**config.mk**
```make
export PLATFORM = sky130hd
export DESIGN_NAME = sharpx1_mem_upload
export DESIGN_NICKNAME = d
export VERILOG_FILES = /design/src/rtl/sharpx1_pkg.sv /design/src/rtl/sharpx1_rd_delay.sv /design/src/rtl/sharpx1_mem_upload.sv
export SDC_FILE = /design/constraint.sdc
export NUM_CORES = 1
export LEC_CHECK = 0
export ABC_CLOCK_PERIOD_IN_PS = 3400
export BUFFER_PORTS_ARGS = -buffer_cell sky130_fd_sc_hd__buf_2
export CAP_MARGIN = 20
export CORE_AREA = 10 10 113 115
export DETAILED_ROUTE_END_ITERATION = 10
export DIE_AREA = 0 0 123 125
export PLACE_DENSITY = 0.66
export SLEW_MARGIN = 20
export SYNTH_ARGS = -nofsm -noshare
export SYNTH_HDL_FRONTEND = slang
export SYNTH_SLANG_ARGS = --single-unit
```
**constraint.sdc**
```tcl
create_clock -name clk_sys -period 3.4 [get_ports clk_sys]
set_input_delay 0.51 -clock clk_sys [delete_from_list [all_inputs] [get_ports clk_sys]]
set_output_delay 0.51 -clock clk_sys [all_outputs]
set_load 0.005 [all_outputs]
```
**src/rtl/sharpx1_pkg.sv**
```systemverilog
// Shared definitions for the Sharp X1 ioctl read-back path: region encoding,
// region sizes, host index codes and the upload engine state encoding.
package sharpx1_pkg;

  typedef enum logic [1:0] {
    REG_RAM  = 2'd0,
    REG_VRAM = 2'd1,
    REG_PCG  = 2'd2,
    REG_GRAM = 2'd3
  } region_e;

  typedef enum logic [1:0] {
    ST_IDLE  = 2'd0,
    ST_START = 2'd1,
    ST_FETCH = 2'd2,
    ST_READY = 2'd3
  } upl_state_e;

  localparam logic [16:0] SIZE_RAM  = 17'd65536;
  localparam logic [16:0] SIZE_VRAM = 17'd4096;
  localparam logic [16:0] SIZE_PCG  = 17'd6144;
  localparam logic [16:0] SIZE_GRAM = 17'd49152;

  localparam logic [7:0] IDX_RAM  = 8'h80;
  localparam logic [7:0] IDX_VRAM = 8'h81;
  localparam logic [7:0] IDX_PCG  = 8'h82;
  localparam logic [7:0] IDX_GRAM = 8'h83;

  localparam logic [16:0] PTR_SAT = 17'h1_0000;

  typedef struct packed {
    logic        valid;
    region_e     region;
    logic [16:0] limit;
  } region_info_t;

  // Unknown indices report a zero limit so every byte of them reads as pad.
  function automatic region_info_t decode_region(input logic [7:0] index);
    region_info_t info;
    info.valid  = 1'b1;
    info.region = REG_RAM;
    info.limit  = SIZE_RAM;
    case (index)
      IDX_RAM: info.limit = SIZE_RAM;
      IDX_VRAM: begin
        info.region = REG_VRAM;
        info.limit  = SIZE_VRAM;
      end
      IDX_PCG: begin
        info.region = REG_PCG;
        info.limit  = SIZE_PCG;
      end
      IDX_GRAM: begin
        info.region = REG_GRAM;
        info.limit  = SIZE_GRAM;
      end
      default: begin
        info.valid = 1'b0;
        info.limit = '0;
      end
    endcase
    return info;
  endfunction

endpackage

```
**src/rtl/sharpx1_rd_delay.sv**
```systemverilog
// Delays the memory read strobe by the memory read latency, producing the
// cycle in which mem_q carries the requested byte.
module sharpx1_rd_delay
  import sharpx1_pkg::*;
#(
  parameter int RD_LAT = 2
) (
  input  logic clk_sys,
  input  logic reset_n,
  input  logic clear,
  input  logic strobe,
  output logic valid
);

  logic [RD_LAT-1:0] sr_q;
  logic [RD_LAT-1:0] sr_d;

  always_comb begin
    sr_d    = '0;
    sr_d[0] = strobe;
    for (int i = 1; i < RD_LAT; i++) begin
      sr_d[i] = sr_q[i-1];
    end
    if (clear) begin
      sr_d = '0;
    end
  end

  always_ff @(posedge clk_sys or negedge reset_n) begin
    if (!reset_n) begin
      sr_q <= '0;
    end else begin
      sr_q <= sr_d;
    end
  end

  assign valid = sr_q[RD_LAT-1];

endmodule

```
**src/rtl/sharpx1_mem_upload.sv**
```systemverilog
// ioctl upload engine: streams one Sharp X1 memory region to the host a byte
// at a time, fetching each byte through the external region read mux.
module sharpx1_mem_upload
  import sharpx1_pkg::*;
#(
  parameter int         RD_LAT   = 2,
  parameter logic [7:0] PAD_BYTE = 8'hFF
) (
  input  logic        clk_sys,
  input  logic        reset_n,
  input  logic        ioctl_upload,
  input  logic [7:0]  ioctl_index,
  input  logic        ioctl_rd,
  output logic [7:0]  ioctl_din,
  output logic        ioctl_wait,
  output logic [1:0]  mem_sel,
  output logic [15:0] mem_addr,
  output logic        mem_rd,
  input  logic [7:0]  mem_q,
  output logic        upl_err
);

  upl_state_e   state_q, state_d;
  region_e      region_q, region_d;
  logic         valid_q, valid_d;
  logic [16:0]  limit_q, limit_d;
  logic [16:0]  ptr_q, ptr_d;
  logic         rng_q, rng_d;
  logic         pending_q, pending_d;
  logic [7:0]   din_q, din_d;
  logic         wait_q, wait_d;
  logic [15:0]  mem_addr_q, mem_addr_d;
  logic         mem_rd_q, mem_rd_d;
  logic         err_q, err_d;
  logic         upload_prev_q;

  region_info_t info;
  logic [16:0]  ptr_inc;
  logic         data_valid;
  logic         loaded;
  logic         enter_fetch;
  logic [16:0]  fetch_ptr;
  logic         fetch_valid;
  logic [16:0]  fetch_limit;
  logic         fetch_rng;

  assign info    = decode_region(ioctl_index);
  assign ptr_inc = (ptr_q == PTR_SAT) ? ptr_q : ptr_q + 17'd1;
  assign loaded  = (state_q == ST_FETCH) && (rng_q ? data_valid : 1'b1);

  // Dropping ioctl_upload flushes the latency pipe so a late mem_q is never taken.
  sharpx1_rd_delay #(
    .RD_LAT (RD_LAT)
  ) u_rd_delay (
    .clk_sys (clk_sys),
    .reset_n (reset_n),
    .clear   (!ioctl_upload),
    .strobe  (mem_rd_q),
    .valid   (data_valid)
  );

  always_comb begin
    state_d     = state_q;
    region_d    = region_q;
    valid_d     = valid_q;
    limit_d     = limit_q;
    ptr_d       = ptr_q;
    rng_d       = rng_q;
    pending_d   = pending_q;
    din_d       = din_q;
    wait_d      = wait_q;
    mem_addr_d  = mem_addr_q;
    mem_rd_d    = 1'b0;
    err_d       = err_q;
    enter_fetch = 1'b0;
    fetch_ptr   = ptr_q;
    fetch_valid = valid_q;
    fetch_limit = limit_q;
    fetch_rng   = 1'b0;

    if (!ioctl_upload) begin
      state_d   = ST_IDLE;
      wait_d    = 1'b0;
      pending_d = 1'b0;
    end else begin
      case (state_q)
        ST_IDLE: begin
          if (!upload_prev_q) begin
            state_d = ST_START;
            wait_d  = 1'b1;
          end
        end
        ST_START: begin
          region_d    = info.region;
          valid_d     = info.valid;
          limit_d     = info.limit;
          ptr_d       = '0;
          err_d       = 1'b0;
          pending_d   = 1'b0;
          enter_fetch = 1'b1;
          fetch_ptr   = '0;
          fetch_valid = info.valid;
          fetch_limit = info.limit;
        end
        ST_FETCH: begin
          if (ioctl_rd) begin
            err_d = 1'b1;
          end
          // A request that arrived while fetching chains straight into the next byte.
          if (loaded) begin
            din_d = rng_q ? mem_q : PAD_BYTE;
            if (pending_q || ioctl_rd) begin
              pending_d   = 1'b0;
              ptr_d       = ptr_inc;
              enter_fetch = 1'b1;
              fetch_ptr   = ptr_inc;
            end else begin
              wait_d  = 1'b0;
              state_d = ST_READY;
            end
          end else if (ioctl_rd) begin
            pending_d = 1'b1;
          end
        end
        ST_READY: begin
          if (ioctl_rd) begin
            ptr_d       = ptr_inc;
            enter_fetch = 1'b1;
            fetch_ptr   = ptr_inc;
          end
        end
        default: state_d = ST_IDLE;
      endcase

      if (enter_fetch) begin
        fetch_rng = fetch_valid && (fetch_ptr < fetch_limit);
        state_d   = ST_FETCH;
        wait_d    = 1'b1;
        rng_d     = fetch_rng;
        mem_rd_d  = fetch_rng;
        if (fetch_rng) begin
          mem_addr_d = fetch_ptr[15:0];
        end
      end
    end
  end

  always_ff @(posedge clk_sys or negedge reset_n) begin
    if (!reset_n) begin
      state_q       <= ST_IDLE;
      region_q      <= REG_RAM;
      valid_q       <= 1'b0;
      limit_q       <= '0;
      ptr_q         <= '0;
      rng_q         <= 1'b0;
      pending_q     <= 1'b0;
      din_q         <= PAD_BYTE;
      wait_q        <= 1'b0;
      mem_addr_q    <= '0;
      mem_rd_q      <= 1'b0;
      err_q         <= 1'b0;
      upload_prev_q <= 1'b0;
    end else begin
      state_q       <= state_d;
      region_q      <= region_d;
      valid_q       <= valid_d;
      limit_q       <= limit_d;
      ptr_q         <= ptr_d;
      rng_q         <= rng_d;
      pending_q     <= pending_d;
      din_q         <= din_d;
      wait_q        <= wait_d;
      mem_addr_q    <= mem_addr_d;
      mem_rd_q      <= mem_rd_d;
      err_q         <= err_d;
      upload_prev_q <= ioctl_upload;
    end
  end

  assign ioctl_din  = din_q;
  assign ioctl_wait = wait_q;
  assign mem_sel    = region_q;
  assign mem_addr   = mem_addr_q;
  assign mem_rd     = mem_rd_q;
  assign upl_err    = err_q;

endmodule

```
==> results_dict.tcl, run 1 <==
set metrics [dict create \
    antenna_left 0 \
    via_count 3859 \
    critPathMaxFanout 9 \
    min_period_over_period 1.02 \
    synthToLayoutAreaGrowth_pct 40.4 \
    leakagePower_nw 2.76 \
    max-clock-path-buffers 2 \
    ios 49 \
    drive_above_1_share 0.472 \
    cts_tree "done" \
    fmax_mhz 289 \
    pwr-share-seq 0.404 \
    syn_avg_cell_area_sq_um 9.73 \
    fillers 911 \
    worst_pin_slew_ps 973 \
    drc 0 \
    initial_core_util 0.390 \
    async_reset_ff_frac 1.00 \
    stdcell_area_sq_mm 0.00580 \
    cts_buffers 9 \
    netSwitchingFraction 0.291 \
    cp_top_family "compound AO/OA/AOI/OAI gates" \
    hold_class "in -> async" \
    synth_edf_count 0 \
    max-slew-margin-rel 0.351 \
    power.switching_uw 712 \
    synth_nets 463 \
    die_h_um 125 \
    setup_violations 16 \
    dieArea_sq_mm 0.0154 \
    fin_nets 612 \
    power.total_mw 2.45 \
    ys_seq_area_frac 0.432 \
    drtPass1Iterations 5 \
    coreArea_sq_mm 0.0106 \
    io_buffers 48 \
    setup_ws_ps -62.6 \
    cts_sinks 71 \
    pwr-share-comb 0.258 \
    placed_cells 693 \
    grt_pass1_vias 4041 \
    power_density_mw_per_mm2 421 \
    yosys.cell_types.count 59 \
    path_cells "nor4_2, and4_1, nor2_2, a32oi_1, a22oi_2, ha_1, a211oi_2, nor2_1, o311ai_2, o2111ai_2, a21oi_4, buf_12, mux2_4" \
    dieWidth_um 123 \
    finalHoldViolations 0 \
    routabilityCongestion 0.990 \
    wl_mm 12.4 \
    grt-ovfl-total 0 \
    fin_cells 719 \
    h-tree-depth 3 \
    required_ps 3640 \
    fin_skew_ps 14.4 \
    critPathLaunchType "register" \
    dp_slack_ps -314 \
    routedWlPerCell_um 17.3 \
    peakVddDrop_mv 0.211 \
    syn_inst 425 \
    synth_ff_type "dfrtp_1" \
    synth_area_sq_mm 0.00414 \
    synth_seq_cells 71 \
    placementRows 38 \
    place_area_sq_mm 0.00524 \
    drv_slew 0 \
    clkPwrFrac 0.338 \
    violations "negative setup slack" \
    grt_pass1_wl_mm 20.2 \
    drv_cap 0 \
    yosys_warnings 0 \
    finalCriticalPeriod_ps 3460 \
    antenna_found_initial 0 \
    rsz0062_at_grt "true" \
    cts_root_buffer "clkbuf_8" \
    grt_max_degree 43 \
    cts.clk_slew.worst_paths_ps 90 \
    slowest_stage "nor4_2" \
    holdBufCountCts 0 \
    clkLatencyLatePin_ps 370 \
    end_kind "register" \
    gr-usage-all-layers 0.162 \
    cp.arrival_ps 3710 \
    insertedDiodeCount 0 \
    post-dp-hpwl_mm 9.15 \
    drtIter0Drc 163 \
    intPower_mw 1.73 \
    via_per_inst 5.37 \
    path_class "reg -> reg" \
    status "complete, but fails checks" \
    path_buf_inv 1 \
    max_stage_delay_ps 410 \
]
## area by class of cell
class | count | area, sq um | area share
multi-input cells | 323 | 2450 | 0.423
clock buffers | 10 | 128 | 0.0220
well taps | 140 | 175 | 0.0302
clock inverters | 6 | 109 | 0.0188
flip-flops and latches | 71 | 1790 | 0.308
inverters | 9 | 37.5 | 0.00647
repair buffers | 160 | 1110 | 0.191
## path summary, 6_finish.rpt
kind                                startpoint                 end  slack [ps]  depth (start not counted)
worst max-delay path                 ptr_q[11]        mem_addr[15]         -60                         13
worst min-delay path                   reset_n  u_rd_delay.sr_q[0]         290                          1
worst max register to register       ptr_q[11]        mem_addr[15]         -60                         13
worst min register to register    ioctl_din[0]        ioctl_din[0]         480                          2
max in group asynchronous              reset_n            ptr_q[4]        2300                          2
min in group clk_sys            ioctl_index[1]         limit_q[16]         410                          2
## registers in the layout, summed over array words and instances, names as in the netlist
name	flops
rng_q	1
ptr_q	17
u_rd_delay.sr_q	2
ioctl_din	8
mem_rd	1
ioctl_wait	1
upl_err	1
upload_prev_q	1
limit_q	17
mem_addr	16
pending_q	1
mem_sel	2
state_q	2
valid_q	1
## synthesized netlist by cell type (2+ instances only)
library cell | number | area (sq um)
dfrtp_1 | 63 | 1580
nand2_1 | 45 | 169
a21oi_1 | 31 | 155
o21ai_0 | 31 | 155
nor2_1 | 29 | 109
mux2_2 | 25 | 282
ha_1 | 18 | 225
and2_1 | 15 | 93.8
a31oi_1 | 14 | 87.6
nand3_1 | 12 | 60.1
nor2b_1 | 11 | 68.8
clkbuf_1 | 10 | 37.5
inv_1 | 9 | 33.8
nor4_1 | 9 | 56.3
dfstp_2 | 8 | 210
mux2_4 | 8 | 120
nor3_1 | 8 | 40.0
a21o_1 | 6 | 45.0
buf_2 | 6 | 30.0
nand4_1 | 6 | 37.5
or2_2 | 4 | 25.0
a211oi_1 | 3 | 22.5
and3_1 | 3 | 18.8
buf_4 | 3 | 22.5
nand2b_1 | 3 | 18.8
o211ai_1 | 3 | 22.5
a2111oi_2 | 2 | 30.0
a22oi_1 | 2 | 15.0
a41o_1 | 2 | 20.0
and3b_1 | 2 | 17.5
and4_1 | 2 | 17.5
buf_6 | 2 | 22.5
nor4b_1 | 2 | 17.5
o221ai_1 | 2 | 17.5
o31ai_1 | 2 | 15.0
## power groups by stage
| stage | registers, mW | logic (mW) | clock network, mW |
|---|---|---|---|
| after detailed placement | 0.999 | 0.533 | 0 |
| after global routing | 1.00 | 0.692 | 0.887 |
| after floorplan | 0.995 | 0.266 | 0 |
| final | 0.989 | 0.631 | 0.825 |
| after CTS | 0.986 | 0.609 | 0.838 |
| after global placement | 0.995 | 0.520 | 0 |
## cells in the final DEF, fill, tap and decap left out, drive strengths merged, types with 8 or more instances in the layout
| cell | synthesis | final |
|---|---|---|
| inv | 9 | 9 |
| nand2 | 46 | 46 |
| ha | 18 | 18 |
| nand3 | 12 | 12 |
| o21ai | 31 | 31 |
| nor3 | 8 | 8 |
| buf | 12 | 160 |
| nor2b | 11 | 11 |
| mux2 | 33 | 33 |
| a31oi | 14 | 14 |
| clkbuf | 10 | 10 |
| dfrtp | 63 | 63 |
| and2 | 15 | 15 |
| dfstp | 8 | 8 |
| nor2 | 30 | 30 |
| nor4 | 9 | 9 |
| a21oi | 33 | 33 |
## layer usage
layer / vias to the layer above / track usage / share of wire
li1: 1844 / - / -
met1: 1866 / 0.212 / 0.45
met2: 117 / 0.245 / 0.46
met3: 32 / 0.0383 / 0.057
met4: 0 / 0.0781 / 0.031
met5: - / 0 / 0
## through the flow
stage               hold WS (ps)   util  TNS (ps)
floorplan                    214      -         0
global placement             452  0.495     -4580
detailed placement           451  0.495     -4940
CTS                          318  0.540         0
global route                 367  0.547     -3650
finish                       292  0.547      -727
## logic make-up (layout without fill, tap and decap cells)
family                     Yosys count  after routing  share of synthesized area
AOI/OAI and AO/OA                  111            111                      0.177
xor gates and xnor gates             2              2                    0.00424
adders and majority gates           18             18                     0.0545
buffers and inverters               31            185                     0.0363
DFF                                 71             71                      0.432
muxes                               33             33                     0.0971
and+or+nand+nor                    159            159                      0.199
## repair_timing
item	in CTS	in global routing
pin swaps	20	11
gates resized for setup	42	17
setup buffers	8	2
cloned	0	0
endpoints found under the setup margin	18	17
No activity file was read; power rests on OpenSTA's default activity.
==> run 2, diff against run 1 <==
--- a/config.mk
+++ b/config.mk
@@ -8,11 +8,12 @@
 export ABC_CLOCK_PERIOD_IN_PS = 3400
 export BUFFER_PORTS_ARGS = -buffer_cell sky130_fd_sc_hd__buf_2
 export CAP_MARGIN = 20
-export CORE_AREA = 10 10 113 115
+export CORE_AREA = 10 10 100 102
 export DETAILED_ROUTE_END_ITERATION = 10
-export DIE_AREA = 0 0 123 125
-export PLACE_DENSITY = 0.66
+export DIE_AREA = 0 0 110 112
+export PLACE_DENSITY = 0.77
 export SLEW_MARGIN = 20
 export SYNTH_ARGS = -nofsm -noshare
 export SYNTH_HDL_FRONTEND = slang
+export SYNTH_HIERARCHICAL = 1
 export SYNTH_SLANG_ARGS = --single-unit
==> results_dict.tcl, run 2 <==
set metrics [dict create \
    final_common_cell "buf_4" \
    synth_ff_type "dfrtp_1" \
    fin_nets 561 \
    synth_top_cell_by_area "dfrtp_1" \
    setup_ws_ps -455 \
    max-clock-path-buffers 2 \
    critPathLaunchType "register" \
    r2r-end "mem_addr[12]" \
    gr-usage-all-layers 0.166 \
    via_per_inst 5.47 \
    initial_core_util 0.484 \
    status "complete, but fails checks" \
    die_h_um 112 \
    async_reset_ff_frac 1.00 \
    yosysMostFrequentCell "dfrtp_1" \
    pwr-share-seq 0.450 \
    finalCriticalPeriod_ps 3850 \
    finalHoldViolations 0 \
    fillers 649 \
    fin_skew_ps 10.5 \
    netSwitchingFraction 0.304 \
    slowest_stage "or4_4" \
    synth_compound_area_frac 0.145 \
    worst_pin_slew_ps 879 \
    rsz0062_at_grt "true" \
    peakVddDrop_mv 0.253 \
    drive_above_1_share 0.386 \
    synth_nets 438 \
    grt_max_degree 40 \
    clkPwrFrac 0.288 \
    setup_violations 18 \
    max-slew-margin-rel 0.412 \
    dieWidth_um 110 \
    critPathMaxFanout 8 \
    r2r-start "ptr_q[1]" \
    synth_area_sq_mm 0.00390 \
    end_kind "register" \
    drc 0 \
    path_buf_inv 2 \
    hold_class "in -> async" \
    violations "negative setup slack" \
    drv_slew 0 \
    antenna_left 0 \
    placementRows 33 \
    required_ps 3650 \
    cp_common_cell "nor3_4" \
    synth-simple-area-share 0.206 \
    yosys.cell_types.count 53 \
    grt_pass1_vias 3334 \
    regToRegSetupSlack_ps -450 \
    stdcell_area_sq_mm 0.00508 \
    wl_mm 10.3 \
    synth_seq_cells 71 \
    drtIter0Drc 289 \
    place_area_sq_mm 0.00477 \
    io_buffers 48 \
    synthToLayoutAreaGrowth_pct 30.4 \
    routabilityCongestion 0.936 \
    fmax_mhz 259 \
    leakagePower_nw 2.51 \
    syn_inst 400 \
    cp_top_family "simple AND/OR/NAND/NOR gates" \
    max_stage_delay_ps 520 \
    ios 49 \
    cts_sinks 71 \
    coreArea_sq_mm 0.00805 \
    routedWlPerCell_um 16.3 \
    power.switching_uw 679 \
    antenna_found_initial 0 \
    cts_buffers 9 \
    grt-ovfl-total 0 \
    drtPass1Iterations 5 \
    path_cells "ha_4, nand2_4, nor3_4, or3b_4, xnor2_1, a22o_1, ha_1, nand4_1, or2_1, buf_4, or4_4, a311oi_4, nor3_4, buf_6, mux2_4" \
    regArea_sq_mm 0.00179 \
    synthMuxAreaShare 0.0915 \
    power.total_mw 2.24 \
    synth_edf_count 0 \
    power_density_mw_per_mm2 440 \
    grt_pass1_wl_mm 16.4 \
    synthTopCellsByCount "dfrtp_1, nand2_1, o21ai_0, a21oi_1, nor2_1" \
    cp.arrival_ps 4110 \
    fin_tns_setup_ps -7640 \
    h-tree-depth 3 \
    synthXorXnorAreaFrac 0.00899 \
    intPower_mw 1.56 \
    cts_root_buffer "clkbuf_8" \
    netlist_top_cells_area "dfrtp_1, mux2_2, ha_1" \
    cts.clk_slew.worst_paths_ps 80 \
    yosys_warnings 6 \
    fin_cells 633 \
    min_period_over_period 1.13 \
    clkLatencyLatePin_ps 370 \
    whs_ps 183 \
    insertedDiodeCount 0 \
    yosysTopAreaCellShare 0.405 \
    cts_tree "done" \
    r2r_cells 15 \
    dieArea_sq_mm 0.0123 \
    synth_top_family_by_area "simple AND/OR/NAND/NOR gates" \
    ys_seq_area_frac 0.459 \
    via_count 3460 \
    syn_avg_cell_area_sq_um 9.74 \
    multi_input_area_sq_mm 0.00208 \
    post-dp-hpwl_mm 7.45 \
    synthAdderAreaFrac 0.0578 \
    placed_cells 610 \
    pwr-share-comb 0.262 \
    drv_cap 0 \
    path_class "reg -> reg" \
    layout_common_cells "buf_4, dfrtp_1, nand2_1, buf_2, o21ai_0" \
]
[run 2: final cells by class]
cell class,instances,area share
flip-flops and latches,71,0.352
inverters,8,0.00591
clock buffers,15,0.0347
clock inverters,1,0.000985
repair buffers,131,0.171
well taps,105,0.0259
multi-input cells,302,0.409
[run 2: cell families (layout without fill, tap and decap cells)]
family / after synthesis / after routing
mux: 29 / 29
buf+inv: 27 / 155
simple gates: 156 / 156
fa+ha+maj: 18 / 18
compound gates: 95 / 95
flops: 71 / 71
xor+xnor: 4 / 4
[run 2: layer usage]
layer / share of wire / wire (um) / global-route usage
met3: 0.055 / 566 / 0.0352
met1: 0.43 / 4420 / 0.208
met4: 0.022 / 223 / 0.0686
met5: 0 / 0 / 0
met2: 0.50 / 5120 / 0.270
[run 2: power by group through the flow]
stage                     Clock, mW  Combinational, mW  Sequential (mW)
final                         0.644              0.587             1.01
after global routing          0.689              0.643             1.02
after CTS                     0.654              0.566            0.998
after detailed placement          0              0.551             1.01
after global placement            0              0.534             1.01
after floorplan                   0              0.255             1.03
[run 2: worst max path at each step]
stage	slack, ps	startpoint	cells past startpoint	endpoint
after floorplan	-390	ptr_q[0]	14	mem_addr[10]
after global placement	-550	ptr_q[0]	14	mem_addr[0]
after detailed placement	-670	ioctl_rd	13	mem_addr[1]
after CTS	-410	ptr_q[0]	15	mem_addr[12]
after global routing	-590	ptr_q[8]	15	mem_addr[9]
final	-450	ptr_q[1]	15	mem_addr[12]
[run 2: timing repair]
action                                  4_1_cts  5_1_grt
setup buffers                                 2        5
hold buffers                                  0        0
pin swaps                                     3        9
resized for setup                             4       22
endpoints found under the setup margin       18       18
[run 2: stage by stage]
stage / setup slack [ps] / util
floorplan: -389 / -
global placement: -552 / 0.592
detailed placement: -674 / 0.592
CTS: -412 / 0.619
global route: -589 / 0.631
finish: -455 / 0.631
==> run 3, diff against run 2 <==
--- a/config.mk
+++ b/config.mk
@@ -5,12 +5,13 @@
 export SDC_FILE = /design/constraint.sdc
 export NUM_CORES = 1
 export LEC_CHECK = 0
+export ABC_AREA = 1
 export ABC_CLOCK_PERIOD_IN_PS = 3400
 export BUFFER_PORTS_ARGS = -buffer_cell sky130_fd_sc_hd__buf_2
 export CAP_MARGIN = 20
-export CORE_AREA = 10 10 100 102
+export CORE_AREA = 10 10 107 109
 export DETAILED_ROUTE_END_ITERATION = 10
-export DIE_AREA = 0 0 110 112
+export DIE_AREA = 0 0 117 119
 export PLACE_DENSITY = 0.77
 export SLEW_MARGIN = 20
 export SYNTH_ARGS = -nofsm -noshare
==> constraint.sdc (replaced) <==
create_clock -name clk_sys -period 3.4 [get_ports clk_sys]
set_input_delay 0 -clock clk_sys [delete_from_list [all_inputs] [get_ports clk_sys]]
set_output_delay 0 -clock clk_sys [all_outputs]
set_load 0.005 [all_outputs]
==> results_dict.tcl, run 3 <==
set metrics [dict create \
    status "finished clean" \
    worst_pin_slew_ps 854 \
    r2r-start "rng_q" \
    wl_mm 14.1 \
    power_density_mw_per_mm2 821 \
    critPathMaxFanout 17 \
    drc 0 \
    ys_seq_area_frac 0.390 \
    syn_avg_cell_area_sq_um 6.90 \
    yosys_warnings 6 \
    multi_input_area_sq_mm 0.00245 \
    r2r_cells 19 \
    grt_pass1_vias 4665 \
    via_per_inst 5.67 \
    finalCoreUtilization 0.566 \
    yosysMostFrequentCell "nand2_1" \
    post-dp-hpwl_mm 10.2 \
    max-clock-path-buffers 2 \
    grt_max_degree 37 \
    post-cts-setup-buffers 0 \
    async_reset_ff_frac 1.00 \
    routedWlPerCell_um 16.5 \
    setup_violations 0 \
    fin_skew_ps 11.9 \
    dieWidth_um 117 \
    synth_ff_type "dfrtp_1" \
    max_stage_delay_ps 370 \
    synthToLayoutAreaGrowth_pct 17.0 \
    finalCriticalPeriod_ps 3270 \
    cts.clk_slew.worst_paths_ps 90 \
    cts_buffers 9 \
    end_kind "register" \
    regToRegSetupSlack_ps 130 \
    drv_slew 0 \
    synthTopCellsByCount "nand2_1, nor2_1, dfrtp_1, inv_1, nand3_1" \
    placed_cells 826 \
    synth_top_cell_by_area "dfrtp_1" \
    clkLatencyLatePin_ps 360 \
    cts_root_buffer "clkbuf_8" \
    drv_cap 0 \
    yosys.cell_types.count 42 \
    min_path_cells 4 \
    stdcell_area_sq_mm 0.00536 \
    synth_edf_count 0 \
    fin_cells 855 \
    place_area_sq_mm 0.00501 \
    via_count 4847 \
    regArea_sq_mm 0.00179 \
    peakVddDrop_mv 0.471 \
    cp.arrival_ps 3510 \
    syn_inst 664 \
    drtPass1Iterations 6 \
    required_ps 3650 \
    fillers 898 \
    fin_nets 773 \
    antenna_left 0 \
    grt-ovfl-total 0 \
    die_h_um 119 \
    slowest_stage "dfrtp_1" \
    grt_pass1_wl_mm 23.0 \
    hp-start "ioctl_index[5]" \
    hold-path-endpoint "mem_sel[0]" \
    drive_above_1_share 0.159 \
    routabilityCongestion 0.959 \
    critPathLaunchType "register" \
    ios 49 \
    drtIter0Drc 342 \
    cts_tree "done" \
    fmax_mhz 306 \
    synth_area_sq_mm 0.00458 \
    synth_seq_cells 71 \
    netlist_top_cells_area "dfrtp_1, nand2_1, nor2_1" \
    dieArea_sq_mm 0.0139 \
    synth_nets 702 \
    leakagePower_nw 2.72 \
    final_common_cell "nand2_1" \
    power.total_mw 4.40 \
    h-tree-depth 3 \
    cts_sinks 71 \
    path_cells "clkinv_1, nor2_1, nand2_2, o21ai_0, nor2_1, nand2_1, inv_1, a21oi_1, ha_1, nand2_1, a21oi_1, o21ai_0, nand2_1, nor2_1, nand2_2, clkinv_2, nand2_8, nand2_1, nand2_1" \
    coreArea_sq_mm 0.00946 \
    initial_core_util 0.484 \
    finalHoldViolations 0 \
    max-slew-margin-rel 0.429 \
    cp_common_cell "nand2_1" \
    hold_class "in -> reg" \
    io_buffers 48 \
    layout_common_cells "nand2_1, nor2_1, inv_1, dfrtp_1, nand3_1" \
    r2r-end "mem_addr[9]" \
    min_period_over_period 0.960 \
    gr-usage-all-layers 0.206 \
    path_class "reg -> reg" \
    antenna_found_initial 0 \
    placementRows 36 \
    yosysTopAreaCellShare 0.344 \
]
==> run 3: metal layers <==
metal	routed length [um]	track usage	vias up
met5	0	0	-
met4	390	0.0889	0
met3	1100	0.0331	34
met2	6980	0.345	233
met1	5670	0.255	2292
li1	-	-	2288
==> run 3: timing repair <==
item | in CTS | in global routing
hold buffers | 12 | 0
setup endpoints to repair | 0 | 18
hold endpoints to repair | 34 | 0
gates resized for setup | 0 | 8
==> run 3: area by class of cell <==
class	instances	share of cell area
Sequential cell	71	0.334
Antenna cell	1	0.000467
Clock buffer	10	0.0238
Tap cell	114	0.0266
Timing Repair Buffer	80	0.0953
Inverter	71	0.0500
Clock inverter	6	0.0128
Multi-Input combinational cell	502	0.457
==> run 3: power by group <==
group | leakage (nW) | internal, mW | switching (mW) | total (mW)
Clock | 0.0973 | 0.345 | 0.364 | 0.709
Sequential | 0.931 | 1.08 | 0.246 | 1.33
Combinational | 1.69 | 0.855 | 1.51 | 2.37
==> run 3: worst max path at each step <==
stage | cells past startpoint | from | slack [ps] | end
CTS | 18 | ptr_q[1] | 90 | mem_addr[9]
floorplan | 18 | ptr_q[1] | 510 | rng_q
global placement | 18 | ptr_q[1] | 320 | mem_addr[12]
global route | 19 | rng_q | -10 | mem_addr[9]
detailed placement | 18 | ptr_q[1] | 130 | mem_addr[9]
finish | 19 | rng_q | 130 | mem_addr[9]
==> run 3: kinds of logic (layout without fill, tap and decap cells) <==
| group | after synthesis | after routing | synth area share |
|---|---|---|---|
| compound gates | 96 | 96 | 0.120 |
| xor+xnor | 3 | 3 | 0.00574 |
| fa+ha+maj | 18 | 18 | 0.0492 |
| buf+inv | 91 | 167 | 0.0798 |
| flops | 71 | 71 | 0.390 |
| other cells | 0 | 1 | 0 |
| simple gates | 385 | 385 | 0.355 |
==> run 3: metrics by stage <==
stage	TNS (ps)	setup WS, ps	hold slack, ps
2_1_floorplan	0	509	-296
3_3_place_gp	0	316	137
3_5_place_dp	0	135	143
4_1_cts	0	92.8	3.04
5_1_grt	-25.2	-11.2	12.2
6_report	0	135	11.5
==> run 3: worst max-delay path, delay by kind of cell, from the launching register on <==
kind | cells | cell delay (ps)
compound gates | 4 | 700
fa+ha+maj | 1 | 300
buf+inv | 3 | 420
flops | 1 | 370
simple gates | 11 | 1350
